[config.mk]
export PLATFORM = sky130hd
export DESIGN_NAME = button_event_decoder
export DESIGN_NICKNAME = d
export VERILOG_FILES = /design/src/rtl/button_pkg.sv /design/src/rtl/button_channel.sv /design/src/rtl/button_event_decoder.sv
export SDC_FILE = /design/constraint.sdc
export NUM_CORES = 1
export LEC_CHECK = 0
export CAP_MARGIN = 5
export CORE_UTILIZATION = 56
export DETAILED_ROUTE_END_ITERATION = 16
export PLACE_DENSITY = 0.77
export SLEW_MARGIN = 20
export SYNTH_ARGS = -nofsm -noshare
export SYNTH_HDL_FRONTEND = slang
export SYNTH_SLANG_ARGS = --single-unit
export TNS_END_PERCENT = 100
[constraint.sdc]
create_clock -name clk -period 2.95 [get_ports clk]
set_clock_uncertainty 0.15 [all_clocks]
set_input_delay 0.59 -clock clk [delete_from_list [all_inputs] [get_ports clk]]
set_output_delay 0.59 -clock clk [all_outputs]
set_load 0.03 [all_outputs]
[src/rtl/button_pkg.sv]
// Shared types and constants for the push-button event decoder.
//   btn_state_t : per-channel debounce/repeat FSM state
//   BTN_U/R/L   : bit index of each button in the 3-bit event vectors
//   NUM_BTNS    : number of button channels
package button_pkg;

  typedef enum logic [2:0] {
    IDLE,
    DEB_PRESS,
    PRESSED,
    REPEATING,
    DEB_RELEASE
  } btn_state_t;

  localparam int unsigned BTN_U    = 0;
  localparam int unsigned BTN_R    = 1;
  localparam int unsigned BTN_L    = 2;
  localparam int unsigned NUM_BTNS = 3;

endpackage

[src/rtl/button_channel.sv]
// One push-button channel: 2-flop synchronizer, debounce FSM, hold/repeat
// timing. All outputs are registered.
//   clk, reset     : system clock, synchronous active-high reset
//   btn_raw        : raw asynchronous button level (active-high)
//   press_pulse    : one-cycle pulse on accepted press
//   release_pulse  : one-cycle pulse on accepted release
//   repeat_pulse   : one-cycle auto-repeat pulse while held
//   held           : debounced level
module button_channel
  import button_pkg::*;
#(
  parameter int unsigned DEBOUNCE_CYCLES = 1_000_000,
  parameter int unsigned HOLD_CYCLES     = 50_000_000,
  parameter int unsigned REPEAT_CYCLES   = 10_000_000
) (
  input  logic clk,
  input  logic reset,
  input  logic btn_raw,
  output logic press_pulse,
  output logic release_pulse,
  output logic repeat_pulse,
  output logic held
);

  localparam int unsigned MAX_TIME = (HOLD_CYCLES > REPEAT_CYCLES) ? HOLD_CYCLES : REPEAT_CYCLES;
  localparam int unsigned CNT_W    = $clog2(MAX_TIME);
  localparam int unsigned DEB_W    = $clog2(DEBOUNCE_CYCLES);

  localparam logic [CNT_W-1:0] HOLD_LAST   = CNT_W'(HOLD_CYCLES - 1);
  localparam logic [CNT_W-1:0] REPEAT_LAST = CNT_W'(REPEAT_CYCLES - 1);
  localparam logic [DEB_W-1:0] DEB_LAST    = DEB_W'(DEBOUNCE_CYCLES - 1);

  logic             sync1_q, sync1_d;
  logic             sync2_q, sync2_d;
  btn_state_t       state_q, state_d;
  logic             orig_rep_q, orig_rep_d;
  logic [CNT_W-1:0] hold_cnt_q, hold_cnt_d;
  logic [DEB_W-1:0] deb_cnt_q, deb_cnt_d;
  logic             press_q, press_d;
  logic             release_q, release_d;
  logic             repeat_q, repeat_d;
  logic             held_q, held_d;

  // run/run_rep: this edge advances the hold/repeat timer as if in
  // PRESSED (run_rep=0) or REPEATING (run_rep=1).
  logic run;
  logic run_rep;

  always_comb begin
    sync1_d    = btn_raw;
    sync2_d    = sync1_q;
    state_d    = state_q;
    orig_rep_d = orig_rep_q;
    hold_cnt_d = hold_cnt_q;
    deb_cnt_d  = deb_cnt_q;
    press_d    = 1'b0;
    release_d  = 1'b0;
    repeat_d   = 1'b0;
    held_d     = held_q;
    run        = 1'b0;
    run_rep    = 1'b0;

    // The entry edge already counts as the first stable sample, so the
    // debounce counter starts at 1 and completes at DEBOUNCE_CYCLES-1.
    unique case (state_q)
      IDLE: begin
        if (sync2_q) begin
          state_d    = DEB_PRESS;
          deb_cnt_d  = DEB_W'(1);
          hold_cnt_d = '0;
        end
      end
      DEB_PRESS: begin
        if (!sync2_q) begin
          state_d = IDLE;
        end else if (deb_cnt_q == DEB_LAST) begin
          state_d    = PRESSED;
          press_d    = 1'b1;
          held_d     = 1'b1;
          hold_cnt_d = '0;
        end else begin
          deb_cnt_d = deb_cnt_q + DEB_W'(1);
        end
      end
      PRESSED, REPEATING: begin
        if (!sync2_q) begin
          state_d    = DEB_RELEASE;
          deb_cnt_d  = DEB_W'(1);
          orig_rep_d = (state_q == REPEATING);
        end else begin
          run     = 1'b1;
          run_rep = (state_q == REPEATING);
        end
      end
      DEB_RELEASE: begin
        // A bounce back high resumes the frozen timer on this same edge.
        if (sync2_q) begin
          run     = 1'b1;
          run_rep = orig_rep_q;
        end else if (deb_cnt_q == DEB_LAST) begin
          state_d   = IDLE;
          release_d = 1'b1;
          held_d    = 1'b0;
        end else begin
          deb_cnt_d = deb_cnt_q + DEB_W'(1);
        end
      end
      default: state_d = IDLE;
    endcase

    if (run) begin
      if (hold_cnt_q == (run_rep ? REPEAT_LAST : HOLD_LAST)) begin
        repeat_d   = 1'b1;
        hold_cnt_d = '0;
        state_d    = REPEATING;
      end else begin
        hold_cnt_d = hold_cnt_q + CNT_W'(1);
        state_d    = run_rep ? REPEATING : PRESSED;
      end
    end
  end

  always_ff @(posedge clk) begin
    if (reset) begin
      sync1_q    <= 1'b0;
      sync2_q    <= 1'b0;
      state_q    <= IDLE;
      orig_rep_q <= 1'b0;
      hold_cnt_q <= '0;
      deb_cnt_q  <= '0;
      press_q    <= 1'b0;
      release_q  <= 1'b0;
      repeat_q   <= 1'b0;
      held_q     <= 1'b0;
    end else begin
      sync1_q    <= sync1_d;
      sync2_q    <= sync2_d;
      state_q    <= state_d;
      orig_rep_q <= orig_rep_d;
      hold_cnt_q <= hold_cnt_d;
      deb_cnt_q  <= deb_cnt_d;
      press_q    <= press_d;
      release_q  <= release_d;
      repeat_q   <= repeat_d;
      held_q     <= held_d;
    end
  end

  assign press_pulse   = press_q;
  assign release_pulse = release_q;
  assign repeat_pulse  = repeat_q;
  assign held          = held_q;

endmodule

[src/rtl/button_event_decoder.sv]
// Conditions three raw push-buttons into clean single-cycle events.
//   clk, reset         : system clock, synchronous active-high reset
//   btnU, btnR, btnL   : raw asynchronous buttons (active-high)
//   press_pulse[2:0]   : one-cycle pulse on accepted press  ([0]=U [1]=R [2]=L)
//   release_pulse[2:0] : one-cycle pulse on accepted release
//   repeat_pulse[2:0]  : one-cycle auto-repeat pulse while held
//   held[2:0]          : debounced level
module button_event_decoder
  import button_pkg::*;
#(
  parameter int unsigned DEBOUNCE_CYCLES = 1_000_000,
  parameter int unsigned HOLD_CYCLES     = 50_000_000,
  parameter int unsigned REPEAT_CYCLES   = 10_000_000
) (
  input  logic                clk,
  input  logic                reset,
  input  logic                btnU,
  input  logic                btnR,
  input  logic                btnL,
  output logic [NUM_BTNS-1:0] press_pulse,
  output logic [NUM_BTNS-1:0] release_pulse,
  output logic [NUM_BTNS-1:0] repeat_pulse,
  output logic [NUM_BTNS-1:0] held
);

  button_channel #(
    .DEBOUNCE_CYCLES(DEBOUNCE_CYCLES),
    .HOLD_CYCLES    (HOLD_CYCLES),
    .REPEAT_CYCLES  (REPEAT_CYCLES)
  ) u_chan_u (
    .clk          (clk),
    .reset        (reset),
    .btn_raw      (btnU),
    .press_pulse  (press_pulse[BTN_U]),
    .release_pulse(release_pulse[BTN_U]),
    .repeat_pulse (repeat_pulse[BTN_U]),
    .held         (held[BTN_U])
  );

  button_channel #(
    .DEBOUNCE_CYCLES(DEBOUNCE_CYCLES),
    .HOLD_CYCLES    (HOLD_CYCLES),
    .REPEAT_CYCLES  (REPEAT_CYCLES)
  ) u_chan_r (
    .clk          (clk),
    .reset        (reset),
    .btn_raw      (btnR),
    .press_pulse  (press_pulse[BTN_R]),
    .release_pulse(release_pulse[BTN_R]),
    .repeat_pulse (repeat_pulse[BTN_R]),
    .held         (held[BTN_R])
  );

  button_channel #(
    .DEBOUNCE_CYCLES(DEBOUNCE_CYCLES),
    .HOLD_CYCLES    (HOLD_CYCLES),
    .REPEAT_CYCLES  (REPEAT_CYCLES)
  ) u_chan_l (
    .clk          (clk),
    .reset        (reset),
    .btn_raw      (btnL),
    .press_pulse  (press_pulse[BTN_L]),
    .release_pulse(release_pulse[BTN_L]),
    .repeat_pulse (repeat_pulse[BTN_L]),
    .held         (held[BTN_L])
  );

endmodule

Word level (Yosys, flattened, before mapping)
Cells that the tools add are included.
W data, S select, Z words.

operators by class
  mux-type cells = 105
  order comparisons = 0
  add/sub/neg operators = 6
  $mul = 0
  equality and inequality tests = 57
  bitwise gates (word level) = 12
  reduce and logical (&&, ||, !) cells = 42
  shift-type cells = 0
  div/mod/pow operators = 0

operator list
  operator                 number
  $mux W26                 18
  $mux W20                 15
  $pmux W20 S4             3
  $pmux W26 S2             3
  $add A26 B1 Y26 const B  3
  $eq A26 B26 Y1           3
  $mux W3                  24
  $add A20 B1 Y20 const B  3
  $eq A20 B20 Y1 const B   3
  $reduce_and A5 Y1        9
  $ne A3 B1 Y1 const B     12
  $pmux W3 S4              3
  $mux W1                  33
  $reduce_or A3 Y1         9
  $ne A2 B1 Y1 const B     12
  $eq A3 B2 Y1 const B     6
  $ne A3 B3 Y1 const B     6
  $ne A2 B2 Y1 const B     6
  $ne A4 B4 Y1 const B     3
  $not A1 Y1               12
  $pmux W1 S2              6
  $reduce_and A4 Y1        3
  $reduce_bool A4 Y1       3
  $reduce_or A2 Y1         6
  other kinds (6)          18

storage, ports and cells
  register bits after elaboration = 168
  ROM bits = 0
  word-level logic and storage cells = 252
  bits in latches = 0
  memories kept = 0
  RAM bits = 0
  output and inout port bits = 12
  bits of input ports = 5

Depth between registers and ports, before layout
  word-level depth = 7
  gate-level depth with buffers = 9

Cells and area by module
A second synthesis with hierarchy kept.

unflattened totals
  cell total of the unflattened synthesis = 1033
  area total of the unflattened synthesis = 8780.9 µm²

modules (own cells, without submodules)
  module                          area each (µm²)  cells an instance  times used
  button_channel at u_chan_r ...  3014.1           355                2
  button_channel at u_chan_l      2752.6           323                1

Worst setup path before layout
Ideal clock, no wire load.

  path type = reg-to-reg
  start = register u_chan_r.deb_cnt_q[10]
  end = register u_chan_r.hold_cnt_q[25]
  buffers on the path = 1
  required time = 2.728 ns
  slack = -0.069 ns
  data arrival time = 2.797 ns
  library setup time = 0.072 ns
  cell stages (with the launch flop) = 8
  cell sequence = dfxtp_1 -> or4b_1 -> or4_4 -> o31a_1 -> buf_6 -> or4b_4 -> or3_1 -> a21oi_1

between the ends
  cells in the longest elaborated chain, start to end = 3

ends and longest elaborated chain
  element                      RTL line               source
  start, declared              button_channel.sv:38   logic [DEB_W-1:0] deb_cnt_q, deb_cnt_d;
  start signal, assigned       button_channel.sv:141  deb_cnt_q <= deb_cnt_d;
  $eq A20 B20 Y1               button_channel.sv:76   end else if (deb_cnt_q == DEB_LAST) begin
  $ne A3 B1 Y1 (no line)       -
  $reduce_and A4 Y1 (no line)  -
  end signal, assigned         button_channel.sv:140  hold_cnt_q <= hold_cnt_d;
  end, declared                button_channel.sv:37   logic [CNT_W-1:0] hold_cnt_q, hold_cnt_d;

No other way between the ends.
A chain may end at the register's enable or synchronous reset.

Final worst setup path
  start = register u_chan_r.deb_cnt_q[10]
  end = register u_chan_r.hold_cnt_q[23]

The elaborated chain is that of the path after synthesis.

==> reports/results.tsv <==
stage	metric	value	unit
outcome	outcome	finished, final reports clean	
routing	vias_per_cell	5.760	
routing	drtIter0Drc	534	
timing	grt_setup_unrepaired	yes	
global_route	grt_pass1_vias	6179	
routing	routed_wl	16830	um
cts	cts_tree	built	
synthesis	syn-num-nets	1000	
synthesis	synth_seq_cells	168	
critical_path	path_max_fanout	5	
layout	finalNonFillerCells	1192	
power	seqPwrFrac	0.479	
die	initial_core_util	0.5826	
timing	post-route-min-period	2.905	ns
power	p_leak	2.961	nW
hold_path	whs_path_depth	1	
cts	cts_max_path_buffers	2	
timing	final.setup.tns	0	ns
critical_path	reg2reg_to	u_chan_r.hold_cnt_q[23]$_SDFFE_PP0P_	
die	die_w	122.9	um
power	switchingPower	985.7	uW
critical_path	cp.required	3.16	ns
hold_path	min_from	u_chan_u.sync1_q$_SDFF_PP0_	
synthesis	syn_area	8180	sq um
routing	drtAntennaViolNets	0	
die	dieArea	15090	sq um
synthesis	syn_area_per_cell	8.271	sq um
timing	min_period_over_period	0.9847	
placement	io_buffers	16	
synthesis	ys_warn_count	0	
routing	wire_per_inst	14.12	um
cts	cts_buffers	17	
synthesis	async_reset_ff_frac	0	
layout	layout_commonest_cell	dfxtp_1	
synthesis	synth_cells	989	
critical_path	setup.worst_path.start_class	flop	
power	ir_worst_vdd	502.6	uV
global_route	grt_pass1_wl	28390	um
critical_path	r2r_slack	0.05	ns
placement	dp_cells	1159	
hold_path	hp-class	reg2reg	
routing	vias	6866	
timing	setup_viol	0	
layout	layout-drive-gt1-share	0.07213	
synthesis	dominantRegCellSynth	dfxtp_1	
critical_path	crit_start	u_chan_r.deb_cnt_q[10]$_SDFFE_PP0P_	
timing	fmax	0.3443	GHz
routing	route.detailed.drc	0	
cts	cts_root_buf	clkbuf_16	
global_route	grt_max_degree	36	
layout	finalNetCount	1012	
die	core_area	14040	sq um
die	rows	43	
global_route	grt.overflow.total	0	
timing	final-hold-violation-count	0	
critical_path	cp.arrival	3.12	ns
power	p_int	3.805	mW
power	swShare	0.2058	
layout	n_antenna_cell	0	
hold_path	holdPathEnd	u_chan_u.sync2_q$_SDFF_PP0_	
routing	drtPass1Iterations	4	
job	drv_cap	0	
critical_path	crit_path_end_kind	flop	
power	combPwrFrac	0.033	
cts	cts_sinks	168	
timing	worst_pin_slew	0.7617	ns
die	chipHeight	122.9	um
synthesis	ys_seq_area_frac	0.4111	
layout	areaGrowthSynthToFinish	12.47	%
placement	place.gp.congestion	0.8317	
cts	holdBufCountCts	0	
synthesis	synth_cell_types	60	
cts	path_clk_slew	0.06	ns
timing	hold_ws	0.2997	ns
critical_path	timing.rr.start	u_chan_r.deb_cnt_q[10]$_SDFFE_PP0P_	
global_route	antenna_found_initial	0	
timing	slew_viol_final	0	
layout	layout_common_cells	dfxtp_1, nor2_1, nand2_1	
power	pwr-share-clk	0.489	
power	power_density	520.7	nW/um^2
cts	clock_latency	0.43	ns
timing	max_slew_margin	0.4879	
critical_path	crit_type	reg2reg	
synthesis	synth_edf_count	0	
cts	htree_levels	4	
die	io_pins	17	
critical_path	worstRegToRegCells	6	
placement	hpwl	10830	um
global_route	grt_usage	0.2350	
==> state kept, by name, summed over array words and instances, names as in the netlist, 3 cells and up <==
signal               cells
u_chan_l.deb_cnt_q      20
u_chan_u.deb_cnt_q      20
u_chan_u.hold_cnt_q     26
u_chan_r.hold_cnt_q     26
u_chan_r.deb_cnt_q      20
u_chan_u.state_q         3
u_chan_l.state_q         3
u_chan_l.hold_cnt_q     26
u_chan_r.state_q         3
==> worst max-delay path, stage by stage, from the launching register on <==
cell and delay (ns):
dfxtp_1 0.34, or4b_4 0.51, or4_4 0.54, o31a_1 0.28, or4b_4 0.56, or3_1 0.32, a21oi_1 0.14
==> metrics by stage <==
step	power [mW]	util	setup slack [ns]	instance area [sq um]
6_report	4.790	0.6552	0.04515	9200
5_1_grt	4.934	0.6552	-0.02420	9200
4_1_cts	4.834	0.6529	0.05873	9168
3_5_place_dp	2.498	0.6088	0.08092	8548
3_3_place_gp	2.497	0.6088	0.1024	8548
2_1_floorplan	2.446	-	0.01840	8180
==> what timing repair did <==
item,in CTS,in global routing
endpoints found under the setup margin,0,2
setup buffers,0,3
gates resized for setup,0,4
==> worst max-delay path by stage <==
stage	endpoint	slack (ns)
after floorplan	u_chan_r.hold_cnt_q[10]$_SDFFE_PP0P_	0.02
after global placement	u_chan_r.hold_cnt_q[25]$_SDFFE_PP0P_	0.10
after detailed placement	u_chan_r.hold_cnt_q[23]$_SDFFE_PP0P_	0.08
after CTS	u_chan_r.hold_cnt_q[23]$_SDFFE_PP0P_	0.06
after global routing	u_chan_r.hold_cnt_q[23]$_SDFFE_PP0P_	-0.02
final	u_chan_r.hold_cnt_q[23]$_SDFFE_PP0P_	0.05
==> layout make-up <==
type / instances / area (sq um)
Clock buffer: 22 / 474.2
Clock inverter: 8 / 145.1
Fill cell: 1167 / 4842
Inverter: 16 / 60.06
Multi-Input combinational cell: 752 / 4521
Sequential cell: 168 / 3364
Tap cell: 180 / 225.2
Timing Repair Buffer: 46 / 410.4
==> Yosys cell counts, drive strengths merged (2+ instances only) <==
cell type / count / share of area
xor2: 42 / 0.045
nand2b: 6 / 0.0046
a2111oi: 2 / 0.0021
o21ai: 25 / 0.015
o21a: 4 / 0.0037
or3: 14 / 0.011
o41ai: 3 / 0.0032
or4b: 2 / 0.0029
nor4: 33 / 0.025
ha: 6 / 0.0092
a41oi: 2 / 0.0021
nand2: 76 / 0.035
o22ai: 3 / 0.0023
nand4: 43 / 0.033
nor4bb: 5 / 0.0061
or4: 9 / 0.0087
o31a: 4 / 0.0043
a211oi: 3 / 0.0028
a21o: 2 / 0.0018
nor3: 45 / 0.028
dfxtp: 168 / 0.41
nand4b: 4 / 0.0043
o21bai: 2 / 0.0018
nor4b: 11 / 0.012
nor2: 157 / 0.072
and3: 15 / 0.011
and4: 7 / 0.0075
nor2b: 16 / 0.012
a21oi: 30 / 0.018
inv: 16 / 0.0073
or3b: 3 / 0.0032
nand3: 46 / 0.028
or2: 4 / 0.0031
nor3b: 9 / 0.0083
xnor2: 74 / 0.079
o31ai: 5 / 0.0046
buf: 17 / 0.014
a22oi: 4 / 0.0037
a31oi: 5 / 0.0038
nand3b: 7 / 0.0064
and2: 7 / 0.0054
mux2i: 6 / 0.0073
clkbuf: 36 / 0.017
==> logic make-up (layout without fill, tap and decap cells) <==
group           Yosys count  in the layout  synth area share
simple gates            521            521            0.3298
mux                       6              6          0.007342
xor+xnor                116            116            0.1242
flops                   168            168            0.4111
fa+ha+maj                 6              6          0.009177
compound gates          103            103           0.08030
buf+inv                  69             92           0.03809
==> power groups by stage <==
stage / logic (mW) / registers, mW / clock network (mW)
floorplan: 0.110 / 2.34 / 0
global placement: 0.153 / 2.34 / 0
detailed placement: 0.154 / 2.34 / 0
CTS: 0.156 / 2.29 / 2.38
global route: 0.170 / 2.30 / 2.47
finish: 0.156 / 2.29 / 2.34
==> layer usage <==
metal  routed length (um)  global-route usage
met5                    0                   0
met4                  157             0.07012
met3                  565             0.05901
met2                 7738              0.3662
met1                 8372              0.3189
Power figures use the tool's default switching activity.
